### src/rtl/bus_dma_master_if.sv
// Bus master port of the two-master/two-slave shared bus.
//   m_req     master -> arbiter  bus request
//   m_grant   arbiter -> master  bus grant
//   m_wr      master -> slaves   1 = write, 0 = read
//   m_address master -> slaves   word address
//   m_dout    master -> slaves   write data
//   m_din     slaves -> master   read data, valid the cycle after the read address
interface bus_dma_master_if #(
  parameter int ADDR_W = 8,
  parameter int DATA_W = 32
) ();
  logic              m_req;
  logic              m_grant;
  logic              m_wr;
  logic [ADDR_W-1:0] m_address;
  logic [DATA_W-1:0] m_dout;
  logic [DATA_W-1:0] m_din;

  modport master (
    output m_req, m_wr, m_address, m_dout,
    input  m_grant, m_din
  );

  modport slave (
    input  m_req, m_wr, m_address, m_dout,
    output m_grant, m_din
  );
endinterface

### src/rtl/bus_dma_master.sv
// Block-copy DMA engine acting as a master on the shared bus.
// A command (source, destination, word count) is accepted in IDLE; the engine
// then requests the bus and copies words one at a time with a read phase
// (RD), a capture phase (CAP) and a write phase (WR), 3 cycles per word.
// Completion is signalled by a one-cycle done pulse.
//   clk       system clock, rising edge
//   reset_n   asynchronous active-low reset
//   start     command strobe, only looked at in IDLE
//   src_addr  first source word address
//   dst_addr  first destination word address
//   size      number of words to copy (0 = complete immediately)
//   busy      high from the cycle after an accepted start through DONE
//   done      one-cycle completion pulse
//   bus       master side of the bus (request/grant, address, data)
module bus_dma_master #(
  parameter int ADDR_W = 8,
  parameter int DATA_W = 32,
  parameter int CNT_W  = 8
) (
  input  logic              clk,
  input  logic              reset_n,
  input  logic              start,
  input  logic [ADDR_W-1:0] src_addr,
  input  logic [ADDR_W-1:0] dst_addr,
  input  logic [CNT_W-1:0]  size,
  output logic              busy,
  output logic              done,
  bus_dma_master_if.master  bus
);

  typedef enum logic [2:0] {
    S_IDLE,
    S_REQ,
    S_RD,
    S_CAP,
    S_WR,
    S_DONE
  } state_t;

  state_t            state_reg, state_next;
  logic [ADDR_W-1:0] src_reg, src_next;
  logic [ADDR_W-1:0] dst_reg, dst_next;
  logic [CNT_W-1:0]  count_reg, count_next;
  logic [CNT_W-1:0]  index_reg, index_next;
  logic [DATA_W-1:0] buf_reg, buf_next;

  logic [CNT_W-1:0]  index_inc;
  logic [ADDR_W-1:0] index_addr;

  assign index_inc  = index_reg + CNT_W'(1);
  // Address sums are kept at ADDR_W bits so they wrap naturally.
  assign index_addr = ADDR_W'(index_reg);

  always_ff @(posedge clk or negedge reset_n) begin
    if (!reset_n) begin
      state_reg <= S_IDLE;
      src_reg   <= '0;
      dst_reg   <= '0;
      count_reg <= '0;
      index_reg <= '0;
      buf_reg   <= '0;
    end else begin
      state_reg <= state_next;
      src_reg   <= src_next;
      dst_reg   <= dst_next;
      count_reg <= count_next;
      index_reg <= index_next;
      buf_reg   <= buf_next;
    end
  end

  // Next state and outputs. Every bus phase is qualified by m_grant: losing
  // the grant in RD/CAP/WR drops back to REQ with index untouched, so the
  // current word restarts from its read phase and nothing is half-written.
  always_comb begin
    state_next    = state_reg;
    src_next      = src_reg;
    dst_next      = dst_reg;
    count_next    = count_reg;
    index_next    = index_reg;
    buf_next      = buf_reg;
    busy          = 1'b0;
    done          = 1'b0;
    bus.m_req     = 1'b0;
    bus.m_wr      = 1'b0;
    bus.m_address = '0;
    bus.m_dout    = '0;

    unique case (state_reg)
      S_IDLE: begin
        if (start) begin
          if (size != '0) begin
            src_next   = src_addr;
            dst_next   = dst_addr;
            count_next = size;
            index_next = '0;
            state_next = S_REQ;
          end else begin
            state_next = S_DONE;
          end
        end
      end

      S_REQ: begin
        busy      = 1'b1;
        bus.m_req = 1'b1;
        if (bus.m_grant) state_next = S_RD;
      end

      S_RD: begin
        busy      = 1'b1;
        bus.m_req = 1'b1;
        if (bus.m_grant) begin
          bus.m_address = src_reg + index_addr;
          state_next    = S_CAP;
        end else begin
          state_next = S_REQ;
        end
      end

      S_CAP: begin
        busy      = 1'b1;
        bus.m_req = 1'b1;
        if (bus.m_grant) begin
          buf_next   = bus.m_din;
          state_next = S_WR;
        end else begin
          state_next = S_REQ;
        end
      end

      S_WR: begin
        busy      = 1'b1;
        bus.m_req = 1'b1;
        if (bus.m_grant) begin
          bus.m_wr      = 1'b1;
          bus.m_address = dst_reg + index_addr;
          bus.m_dout    = buf_reg;
          index_next    = index_inc;
          state_next    = (index_inc == count_reg) ? S_DONE : S_RD;
        end else begin
          state_next = S_REQ;
        end
      end

      S_DONE: begin
        busy       = 1'b1;
        done       = 1'b1;
        state_next = S_IDLE;
      end

      default: state_next = S_IDLE;
    endcase
  end

endmodule

### src/flat_wrapper.sv
// flat-port wrapper written by rule: the top's interface ports become plain ports
module bus_dma_master_flat 
#(
  parameter int ADDR_W = 8,
  parameter int DATA_W = 32,
  parameter int CNT_W  = 8
)
  (clk, reset_n, start, src_addr, dst_addr, size, busy, done, bus_m_req, bus_m_wr, bus_m_address, bus_m_dout, bus_m_grant, bus_m_din);
  bus_dma_master_if #(.ADDR_W(ADDR_W), .DATA_W(DATA_W)) bus_i ();
  input  logic clk;
  input  logic reset_n;
  input  logic start;
  input  logic [ADDR_W-1:0] src_addr;
  input  logic [ADDR_W-1:0] dst_addr;
  input  logic [CNT_W-1:0] size;
  output logic busy;
  output logic done;
  output wire logic [$bits(bus_i.m_req)-1:0] bus_m_req;
  output wire logic [$bits(bus_i.m_wr)-1:0] bus_m_wr;
  output wire logic [$bits(bus_i.m_address)-1:0] bus_m_address;
  output wire logic [$bits(bus_i.m_dout)-1:0] bus_m_dout;
  input wire logic [$bits(bus_i.m_grant)-1:0] bus_m_grant;
  input wire logic [$bits(bus_i.m_din)-1:0] bus_m_din;
  assign bus_m_req = bus_i.m_req;
  assign bus_m_wr = bus_i.m_wr;
  assign bus_m_address = bus_i.m_address;
  assign bus_m_dout = bus_i.m_dout;
  assign bus_i.m_grant = bus_m_grant;
  assign bus_i.m_din = bus_m_din;
  bus_dma_master #(.ADDR_W(ADDR_W), .DATA_W(DATA_W), .CNT_W(CNT_W)) u_core (.clk(clk), .reset_n(reset_n), .start(start), .src_addr(src_addr), .dst_addr(dst_addr), .size(size), .busy(busy), .done(done), .bus(bus_i));
endmodule
### config.mk
export PLATFORM = sky130hd
export DESIGN_NAME = bus_dma_master_flat
export DESIGN_NICKNAME = d
export VERILOG_FILES = /design/src/rtl/bus_dma_master_if.sv /design/src/rtl/bus_dma_master.sv /design/src/flat_wrapper.sv
export SDC_FILE = /design/constraint.sdc
export NUM_CORES = 1
export LEC_CHECK = 0
export BUFFER_PORTS_ARGS = -buffer_cell sky130_fd_sc_hd__buf_2
export CAP_MARGIN = 30
export CORE_UTILIZATION = 57
export DETAILED_ROUTE_END_ITERATION = 12
export PLACE_DENSITY = 0.86
export SYNTH_ARGS = -nofsm -noshare
export SYNTH_HDL_FRONTEND = slang
export SYNTH_SLANG_ARGS = --single-unit
### constraint.sdc
create_clock -name clk -period 4.8 [get_ports clk]
set_input_delay 0.72 -clock clk [delete_from_list [all_inputs] [get_ports clk]]
set_output_delay 0.72 -clock clk [all_outputs]
set_load 0.01 [all_outputs]
-- Word-level counts from Yosys, hierarchy flattened
Index checks and enable logic that the tools add are counted.
- divide/modulo/power cells: 0
- $lt $le $gt $ge: 0
- $mul: 0
- mux-type cells: 22
- add/subtract/negate cells: 3
- reduce and logical (&&, ||, !) cells: 9
- eq/ne operators: 10
- bitwise operators: 0
- shift-type cells: 0
- operators with widths (kind ; count):
    32-bit two-way mux ; 2
    8-bit two-way mux ; 5
    8-bit one-hot mux with 2 select lines ; 2
    3-bit two-way mux ; 6
    8-bit adder ; 2
    3-bit one-hot mux with 5 select lines ; 1
    8-bit by 1-bit adder with 8-bit output, second input constant ; 1
    8-bit == test ; 1
    8-bit nonzero test ; 1
    3-bit by 2-bit == test with 1-bit output, second input constant ; 2
    3-bit == test, second input constant ; 2
    2-bit inequality test, second input constant ; 3
    1-bit two-way mux ; 5
    5-bit OR reduction ; 1
    2-bit AND reduction ; 2
    4-bit AND reduction ; 1
    4-bit OR reduction ; 1
    3-bit by 1-bit == test with 1-bit output, second input constant ; 1
    3-bit logical NOT ; 1
    3-bit AND reduction ; 1
    2-bit two-way mux ; 1
    2-bit by 1-bit inequality test with 1-bit output, second input constant ; 1
    2-bit nonzero test ; 1
- register bits after elaboration: 67
- memories kept: 0
- word-level logic and storage cells: 50
- input bits: 60
- memory bits (writable): 0
- output and inout bits: 44
- bits in latches: 0
- memory bits (read-only): 0

-- Depth between registers and ports, before layout
Gate-level depths: netlist of the first run.
- depth in word-level cells: 5
- gate-level depth with buffers: 7
- mapped depth without buffers: 7

-- Worst setup path before layout of the first run
Ideal clock, no wire load.
- path kind: register -> output
- start: reg u_core.index_reg[0] (netlist: u_core.index_addr[0])
- end: out bus_m_address[6]
- stages on the path, launching flop included: 8
- data arrival time: 1853 ps
- data required time: 4080 ps
- setup slack: 2227 ps
- buffers on the path: 0
- cell sequence: dfrtp_1 -> ha_1 -> fa_1 -> a21o_1 -> a21oi_1 -> nor4b_1 -> o21ai_0 -> nand4_1
- word-level cells in the longest chain between the ends: 3
- elaborated cells between the ends (all ways): 5
- classes of those cells: 2 x add/sub; 3 x mux
- ends and longest elaborated chain (item ; RTL line ; text):
    start: declaration ; bus_dma_master.sv:44 ; logic [CNT_W-1:0] index_reg, index_next;
    start signal: assignment ; bus_dma_master.sv:67 ; index_reg <= index_next;
    8-bit adder, on equally long branches ; bus_dma_master.sv:137, bus_dma_master.sv:114 ;
    8-bit two-way mux, on equally long branches ; bus_dma_master.sv:135, bus_dma_master.sv:113 ;
    8-bit one-hot mux with 2 select lines (*) ; bus_dma_master.sv:89 ; unique case (state_reg)
    end: declaration ; flat_wrapper.sv:20 ; output wire logic [$bits(bus_i.m_address)-1:0] bus_m_address;
Mark *: on every way between the ends. The rest lies on a longest branch, timed or not.

-- Worst setup path in the final report of the first run
- start: reg u_core.state_reg[1]
- end: out bus_m_address[3]
- word-level cells in the longest chain between the ends: 2
- elaborated cells between the ends (all ways): 3
- classes of those cells: 2 x eq/ne; 1 x mux
- ends and longest elaborated chain (item ; RTL line ; text):
    start: declaration ; bus_dma_master.sv:40 ; state_t state_reg, state_next;
    start signal: assignment ; bus_dma_master.sv:63 ; state_reg <= state_next;
    3-bit == test / 3-bit by 2-bit == test with 1-bit output (equally long branches) ; bus_dma_master.sv:89 ;
    8-bit one-hot mux with 2 select lines (*) ; bus_dma_master.sv:89 ;
Marks and branches as above.

==> flow_summary.toml, run 1 <==
[outcome]
status = "complete, no violations"

[route]
antenna_left = 0
drt_iter0_drc = 160
vias = 3008
routed_wl_mm = 8.31
drc = 0
drtPass1Iterations = 4
wl_per_cell_um = 15.5
viasPerCell = 5.60

[clock_network]
cts_setup_buffers = 0
clk_pin_slew_ns = 0.08
clockBufferDepth = 2
cts_resized = 0
insertion_delay_ns = 0.35
cts_buffers = 9
clock-root-buffer = "clkbuf_8"
cts_max_level = 3
cts_sinks = 67
hold_buffers = 0
cts_tree = "yes"

[yosys]
synth_top_area_share = 0.441
synthFlopType = "dfrtp_1"
synth_compound_area_frac = 0.105
synth_seq_cells = 67
syn-num-nets = 431
async_flop_share = 1.00
yosysWarnings = 0
synth_area_leaders = "dfrtp_1 (44%), mux2_2 (9.5%), mux2_1 (7.1%)"
synthAdderAreaFrac = 0.0599
syn_avg_cell_area_sq_um = 10.7
synth-edff-count = 0
synth_most_common_cell = "dfrtp_1"
synth_mux_area_frac = 0.169
netlist_area_sq_um = 3800
ys_top_cells_by_count = "dfrtp_1 (67), and2_1 (32), mux2_2 (32), mux2_1 (24), nor2_1 (22)"
synth-simple-area-share = 0.145
postSynthCellCount = 354
synth.distinct_cells = 48
synth-xor-area-share = 0.0530
seq_area_frac_synth = 0.441
yosys.area.top_type = "dfrtp_1"
synth_top_family_by_area = "multiplexers"

[timing]
hold_viol = 0
tightest_slew_ns = 0.845
slew_headroom = 0.437
rsz0062_at_grt = "false"
fmax_mhz = 284
fin_skew_ns = 0.00794
setup_tns_ns = 0
slew_violations = 0
post-route-period-util = 0.733
finalHoldWorstSlack_ns = 0.489
finalCriticalPeriod_ns = 3.52
fin_ws_ns = 1.28
setup_viol = 0

[place]
dp_slack_ns = 1.61
dp_hpwl_mm = 5.98
port-buffer-count = 103
place_inst = 521
place_congestion = 0.904

[min_path]
holdCritPathClass = "reg -> reg"
hp-start = "u_core.buf_reg[28]"
hold_depth = 1
whs_endpoint = "u_core.buf_reg[28]"

[power_and_ir_drop]
p_total_w = 0.00229
p_leak_nw = 2.24
p_per_area_nw_per_um2 = 499
irDropWorstVdd_mv = 0.324

[grt]
antenna_found_initial = 0
grt_start_max_net_pins = 68
grt_pass1_wl_mm = 14.2
grt_pass1_vias = 3109
grt_usage = 0.256
grt-ovfl-total = 0

[flow_run]
maxCapViolations = 0

[critical_path]
crit_type = "reg -> out"
reg2reg_depth = 5
worst_setup_path_start_kind = "flip-flop"
cp-end-kind = "output pin"
cp_data_arrival_time_ns = 2.80
r2r-start = "u_core.state_reg[1]"
cp_data_required_time_ns = 4.08
path_max_fanout = 42
r2r_slack_ns = 2.51
reg2reg_to = "u_core.index_addr[3]"

[finish]
nets = 532
drive_gt1_frac = 0.346
fill_cells = 446
instances_no_fill = 537
largest_register_ff_count = 32
areaGrowthSynthToFinish_pct = 20.6
insertedDiodeCount = 0

[floorplan]
die_area_sq_um = 7000
initial_core_util = 0.595
fp.dieW_um = 83.7
die_y_um = 83.7
rows = 29
boundaryPins = 104
core_sq_um = 6390
layout by cell type (no fill, tap or decap), types with 3 or more instances in the layout:
cell type	n
a211oi_1	5
mux2_1	24
nor3_1	4
nand2_1	20
dfrtp_1	67
xor2_1	6
o21ai_0	17
and2_1	32
a21oi_1	13
xnor2_1	17
mux2_2	32
clkbuf_8	9
buf_2	103
o22ai_1	6
a31oi_1	4
o21ai_1	4
nor2_1	22
inv_1	7
nand4_1	3
nand3_1	5
ha_1	15
how the worst max path moves through the flow:
stage                             endpoint            startpoint  slack, ns  cells after the start
after floorplan           bus_m_address[6]  u_core.index_addr[0]       2.23                      7
after global placement    bus_m_address[3]           bus_m_grant       1.65                      6
after detailed placement  bus_m_address[3]           bus_m_grant       1.61                      6
after CTS                 bus_m_address[3]   u_core.state_reg[1]       1.29                      6
after global routing      bus_m_address[3]   u_core.state_reg[1]       0.99                      6
final                     bus_m_address[3]   u_core.state_reg[1]       1.28                      6
power breakdown:
part,internal (W),total [W],switching [W]
Combinational,0.000423,0.000782,0.000359
Sequential,0.000819,0.000987,0.000168
Clock,0.000293,0.000517,0.000224
through the flow:
step	instance area, sq um	utilization
floorplan	3800	-
global placement	4350	0.681
detailed placement	4370	0.684
CTS	4580	0.718
global route	4580	0.718
finish	4580	0.718
cell type report:
cell class | instances | area [sq um] | area share
clock buffer | 10 | 128 | 0.0278
clock inverter | 6 | 90.1 | 0.0197
inverter | 8 | 30.0 | 0.00655
multi-input combinational | 263 | 2020 | 0.440
sequential | 67 | 1680 | 0.366
tap | 77 | 96.3 | 0.0210
timing repair buffer | 106 | 546 | 0.119
worst max-delay path: stages (launching register included):
cell,delay [ns]
dfrtp_1,0.49
nor2_1,0.31
nand3_1,0.48
inv_2,0.65
o21ai_0,0.18
o22ai_1,0.18
buf_2,0.17
metal layers:
metal,global-route usage,vias to the layer above,part of all wire
met3,0.0950,18,0.085
met4,0.0971,0,0.022
met1,0.307,1427,0.42
met5,0,-,0
met2,0.421,114,0.47
li1,-,1449,-
cells by family (layout without fill, tap and decap cells):
family / after synthesis / after routing
AOI/OAI and AO/OA: 64 / 64
xor gates and xnor gates: 23 / 23
adders and majority gates: 17 / 17
buffers and inverters: 24 / 130
DFF: 67 / 67
muxes: 57 / 57
and+or+nand+nor: 102 / 102
Power figures use the tool's default switching activity.
==> run 2: changes to the inputs <==
--- a/config.mk
+++ b/config.mk
@@ -5,11 +5,12 @@
 export SDC_FILE = /design/constraint.sdc
 export NUM_CORES = 1
 export LEC_CHECK = 0
+export ABC_AREA = 1
 export BUFFER_PORTS_ARGS = -buffer_cell sky130_fd_sc_hd__buf_2
 export CAP_MARGIN = 30
-export CORE_UTILIZATION = 57
+export CORE_UTILIZATION = 48
 export DETAILED_ROUTE_END_ITERATION = 12
-export PLACE_DENSITY = 0.86
+export PLACE_DENSITY = 0.77
 export SYNTH_ARGS = -nofsm -noshare
 export SYNTH_HDL_FRONTEND = slang
 export SYNTH_SLANG_ARGS = --single-unit
==> constraint.sdc (replaced) <==
create_clock -name clk -period 3.2 [get_ports clk]
set_input_delay 0.48 -clock clk [delete_from_list [all_inputs] [get_ports clk]]
set_output_delay 0.48 -clock clk [all_outputs]
set_load 0.01 [all_outputs]
==> run 2 against run 1 <==
Compared with the run above: utilization is 11 points lower; critical path type unchanged; register-to-register slack worse by 1.4 ns; combinational power is 50% higher; routed wire length is 12% higher; clock power is 71% higher.
==> flow_summary.toml, run 2 <==
[yosys]
synth-edff-count = 0
postSynthCellCount = 503
syn-num-nets = 580
syn_avg_cell_area_sq_um = 7.74
netlist_area_sq_um = 3890
synth_area_leaders = "dfrtp_1 (43%), nand2_1 (19%), mux2_2 (5.5%)"
synthFlopType = "dfrtp_1"
async_flop_share = 1.00
synth_most_common_cell = "nand2_1"
synth.distinct_cells = 34
ys_top_cells_by_count = "nand2_1 (193), dfrtp_1 (67), nor2_1 (56), inv_1 (34), nand3_1 (29)"
synth_top_area_share = 0.431
synth_seq_cells = 67
yosysWarnings = 0
seq_area_frac_synth = 0.431
yosys.area.top_type = "dfrtp_1"

[flow_run]
maxCapViolations = 0

[route]
drtPass1Iterations = 5
wl_per_cell_um = 13.0
drt_iter0_drc = 151
antenna_left = 0
routed_wl_mm = 9.27
drc = 0
viasPerCell = 5.06
vias = 3601

[power_and_ir_drop]
p_per_area_nw_per_um2 = 737
p_seq_frac = 0.410
clkPwrFrac = 0.253
switching_share = 0.357
p_total_w = 0.00349
switchingPower_w = 0.00124
p_leak_nw = 2.55
irDropWorstVdd_mv = 0.331
share_comb_of_total_power = 0.336
internal_power_w = 0.00224

[critical_path]
reg2reg_depth = 9
r2r-start = "u_core.state_reg[0]"
worst_setup_path_start_kind = "flip-flop"
path_max_fanout = 6
cp-end-kind = "output pin"
cp_slowest_cell = "dfrtp_1"
path_cells = "ha_1 -> fa_1 -> nand3_1 -> nand3_1 -> a21oi_1 -> o21bai_1 -> a21oi_1 -> o21ai_0 -> o21ai_0 -> buf_2"
critPathCapture = "bus_m_address[6]"
cp_data_required_time_ns = 2.72
r2r_slack_ns = 1.07
reg2reg_to = "u_core.index_addr[1]"
cp_data_arrival_time_ns = 2.34
crit_type = "reg -> out"
crit_start = "u_core.index_addr[0]"
crit_path_max_incr_delay_ns = 0.46

[grt]
grt_usage = 0.233
grt-ovfl-total = 0
grt_start_max_net_pins = 68
grt_pass1_vias = 3427
antenna_found_initial = 0
grt_pass1_wl_mm = 15.6

[clock_network]
hold_buffers = 0
cts_max_level = 3
cts_tree = "yes"
cts_setup_buffers = 0
insertion_delay_ns = 0.35
cts_sinks = 67
cts_buffers = 9
clock-root-buffer = "clkbuf_8"
cts_resized = 0
clk_pin_slew_ns = 0.08
clockBufferDepth = 2

[finish]
final_cell_mix = "nand2_1 (193), buf_2 (103), dfrtp_1 (67)"
nets = 681
largest_register_ff_count = 32
areaGrowthSynthToFinish_pct = 21.5
insertedDiodeCount = 0
drive_gt1_frac = 0.263
layout_commonest_cell = "nand2_1"

[place]
dp_hpwl_mm = 6.71
port-buffer-count = 103
place_congestion = 0.808

[floorplan]
boundaryPins = 104
core_sq_um = 7770
rows = 32
die_area_sq_um = 8470
die_y_um = 92.0
fp.dieW_um = 92.0
initial_core_util = 0.501

[timing]
fin_skew_ns = 0.00741
hold_viol = 0
finalCriticalPeriod_ns = 2.82
setup_tns_ns = 0
rsz0062_at_grt = "false"
setup_viol = 0
fmax_mhz = 354
slew_headroom = 0.422
post-route-period-util = 0.882
slew_violations = 0
tightest_slew_ns = 0.867

[min_path]
holdCritPathClass = "in -> async"

[outcome]
status = "complete, no violations"
==> run 2: logic make-up (layout without fill, tap and decap cells) <==
logic type,count (synthesis),in the layout,synth area share
AO/OA/AOI/OAI,44,44,0.0685
XOR/XNOR,7,7,0.0158
adder cells (fa/ha/maj),17,17,0.0585
buffers and inverters,55,161,0.0595
flip-flops,67,67,0.431
multiplexers,19,19,0.0550
AND/OR/NAND/NOR,294,294,0.312
==> run 2: worst min-delay path by stage <==
stage,startpoint,to,slack (ns),cells after the start
6_report,reset_n,u_core.index_addr[7],0.32,2
5_1_grt,bus_m_din[10],u_core.buf_reg[10],0.32,3
4_1_cts,bus_m_din[8],u_core.buf_reg[8],0.31,3
3_5_place_dp,u_core.buf_reg[8],u_core.buf_reg[8],0.46,2
3_3_place_gp,u_core.buf_reg[6],u_core.buf_reg[6],0.45,2
2_1_floorplan,reset_n,u_core.buf_reg[0],0.18,0
==> run 2: stage by stage <==
step / util / std cells / instance area [sq um] / worst slack (ns) / hold slack, ns
2_1_floorplan: - / 503 / 3890 / 0.911 / 0.184
3_3_place_gp: 0.577 / 695 / 4480 / 0.775 / 0.453
3_5_place_dp: 0.577 / 695 / 4480 / 0.764 / 0.459
4_1_cts: 0.609 / 711 / 4730 / 0.371 / 0.307
5_1_grt: 0.609 / 711 / 4730 / 0.229 / 0.316
6_report: 0.609 / 711 / 4730 / 0.376 / 0.324
==> run 2: final cells by class <==
type,instances,area [sq um]
fillers,724,3040
multi-input cells,381,1990
flip-flops and latches,67,1680
repair buffers,107,546
inverters,38,143
clock buffers,10,138
well taps,102,128
clock inverters,6,113
==> run 2: worst max-delay path, delay by kind of cell (launching register included) <==
kind,cells,cell delay [ns]
adder cells (fa/ha/maj),2,0.67
AO/OA/AOI/OAI,5,0.53
flip-flops,1,0.46
AND/OR/NAND/NOR,2,0.20
buffers and inverters,1,0.15
==> run 2: metal layers <==
layer  share of wire  GRT usage
met1            0.45      0.291
met3           0.056     0.0556
met5               0          0
met2            0.48      0.399
met4           0.015     0.0703
==> run 2: power groups by stage <==
stage	registers, W	logic, W	clock network [W]
4_1_cts	0.00143	0.00118	0.000904
2_1_floorplan	0.00137	0.000924	0
3_5_place_dp	0.00144	0.00118	0
5_1_grt	0.00147	0.00134	0.000937
6_report	0.00143	0.00117	0.000883
3_3_place_gp	0.00142	0.00113	0
==> run 3: changes to the inputs <==
--- a/config.mk
+++ b/config.mk
@@ -11,6 +11,7 @@
 export CORE_UTILIZATION = 48
 export DETAILED_ROUTE_END_ITERATION = 12
 export PLACE_DENSITY = 0.77
+export SETUP_SLACK_MARGIN = 0.3
 export SYNTH_ARGS = -nofsm -noshare
 export SYNTH_HDL_FRONTEND = slang
 export SYNTH_SLANG_ARGS = --single-unit
==> constraint.sdc (replaced) <==
create_clock -name clk -period 3.2 [get_ports clk]
set_input_delay 0.32 -clock clk [delete_from_list [all_inputs] [get_ports clk]]
set_output_delay 0.32 -clock clk [all_outputs]
set_load 0.01 [all_outputs]
==> run 3 against run 2 <==
Compared with the run above: largest power group unchanged; routed wire length is 0.59% lower; total power decreased by 5.8%; first-iteration DRC count down 4.0%; clock skew grew 0.0036 ns; count of clock-buffer cells in the layout shrank 1; critical path depth is the same; sequential power is essentially flat; die area is the same; worst setup slack better by 0.16 ns; hold slack worse by 0.17 ns.
==> flow_summary.toml, run 3 (synthesized netlist as in run 2, its figures left out) <==
[route]
wl_per_cell_um = 13.0
routed_wl_mm = 9.22
drtPass1Iterations = 4
antenna_left = 0
drc = 0
viasPerCell = 5.00
drt_iter0_drc = 145
vias = 3549

[place]
dpl_cell_area_sq_um = 4470
dp_hpwl_mm = 6.64
place_congestion = 0.844
port-buffer-count = 103

[power_and_ir_drop]
p_per_area_nw_per_um2 = 704
irDropWorstVdd_mv = 0.358
clkPwrFrac = 0.212
switching_share = 0.374
p_seq_frac = 0.435
p_leak_nw = 2.52
switchingPower_w = 0.00123
p_total_w = 0.00328
share_comb_of_total_power = 0.354
internal_power_w = 0.00206

[timing]
slew_headroom = 0.356
slew_violations = 0
tightest_slew_ns = 0.964
finalCriticalPeriod_ns = 2.66
setup_viol = 0
hold_viol = 0
setup_tns_ns = 0
fmax_mhz = 376
fin_skew_ns = 0.0110
post-route-period-util = 0.832
rsz0062_at_grt = "false"

[clock_network]
clockBufferDepth = 2
hold_buffers = 0
cts_tree = "yes"
cts_max_level = 3
clk_pin_slew_ns = 0.08
insertion_delay_ns = 0.34
cts_sinks = 67
clock-root-buffer = "clkbuf_8"
cts_setup_buffers = 0
cts_resized = 0
cts_buffers = 9

[critical_path]
crit_path_max_incr_delay_ns = 0.46
worst_setup_path_start_kind = "flip-flop"
cp_top_family = "adder cells"
cp_data_arrival_time_ns = 2.34
crit_type = "reg -> out"
crit_buf_inv = 1
path_cells = "ha_1 -> fa_1 -> nand3_1 -> nand3_1 -> a21oi_1 -> o21bai_1 -> a21oi_1 -> o21ai_0 -> o21ai_0 -> buf_2"
cp-end-kind = "output pin"
cp_slowest_cell = "dfrtp_1"
cp_data_required_time_ns = 2.88
path_max_fanout = 6

[finish]
drive_gt1_frac = 0.262
final_cell_mix = "nand2_1 (193), buf_2 (103), dfrtp_1 (67)"
nets = 680
layout_commonest_cell = "nand2_1"
largest_register_ff_count = 32
insertedDiodeCount = 0
areaGrowthSynthToFinish_pct = 19.8
fill_cells = 733
ff_latch_area_sq_um = 1680
design_area_sq_um = 4660
multi_input_area_sq_um = 1990

[outcome]
status = "complete, no violations"

[floorplan]
die_y_um = 92.0
boundaryPins = 104
core_sq_um = 7770
initial_core_util = 0.501
rows = 32
die_area_sq_um = 8470
fp.dieW_um = 92.0

[flow_run]
maxCapViolations = 0

[grt]
grt-ovfl-total = 0
antenna_found_initial = 0
grt_usage = 0.235
grt_pass1_vias = 3523
grt_pass1_wl_mm = 15.8
grt_start_max_net_pins = 68

[min_path]
holdCritPathClass = "in -> async"
## run 3: cell types whose count changed in the layout (fill, tap and decap cells not counted), sizes merged
cell and delta:
bufinv -2, clkinvlp +2, clkinv +1, buf -1, clkbuf -1
## run 3: metal layers
layer	wire length [um]	vias up	track usage
met1	4070	1637	0.292
met4	85	0	0.0781
li1	-	1794	-
met3	527	9	0.0431
met5	0	-	0
met2	4530	109	0.412
## run 3: metrics by stage
step | utilization | std cells | worst slack (ns) | hold slack, ns
after floorplan | - | 503 | 1.07 | 0.0244
after global placement | 0.576 | 694 | 0.933 | 0.454
after detailed placement | 0.576 | 694 | 0.935 | 0.458
after CTS | 0.600 | 710 | 0.530 | 0.158
after global routing | 0.600 | 710 | 0.403 | 0.171
final | 0.600 | 710 | 0.538 | 0.158
## run 3: cell type report
class	instances	area share
inverter	38	0.0306
tap	102	0.0274
sequential	67	0.360
clock inverter	7	0.0148
timing repair buffer	106	0.115
multi-input combinational	381	0.426
clock buffer	9	0.0266
## run 3: final timing paths
check	from	endpoint	slack (ns)	cells past startpoint
setup / recovery	u_core.index_addr[0]	bus_m_address[6]	0.54	10
hold / removal	reset_n	u_core.index_addr[7]	0.16	2
setup reg to reg	u_core.state_reg[1]	u_core.dst_reg[6]	1.17	5
hold reg to reg	u_core.buf_reg[23]	u_core.buf_reg[23]	0.47	2
max in group asynchronous	reset_n	u_core.src_reg[2]	2.46	2
min in group clk	bus_m_din[29]	u_core.buf_reg[29]	0.17	3
## run 3: power by group through the flow
stage / registers [W] / clock network, W / logic, W
floorplan: 0.00137 / 0 / 0.000924
global placement: 0.00142 / 0 / 0.00112
detailed placement: 0.00144 / 0 / 0.00117
CTS: 0.00143 / 0.000716 / 0.00117
global route: 0.00147 / 0.000748 / 0.00134
finish: 0.00143 / 0.000695 / 0.00116
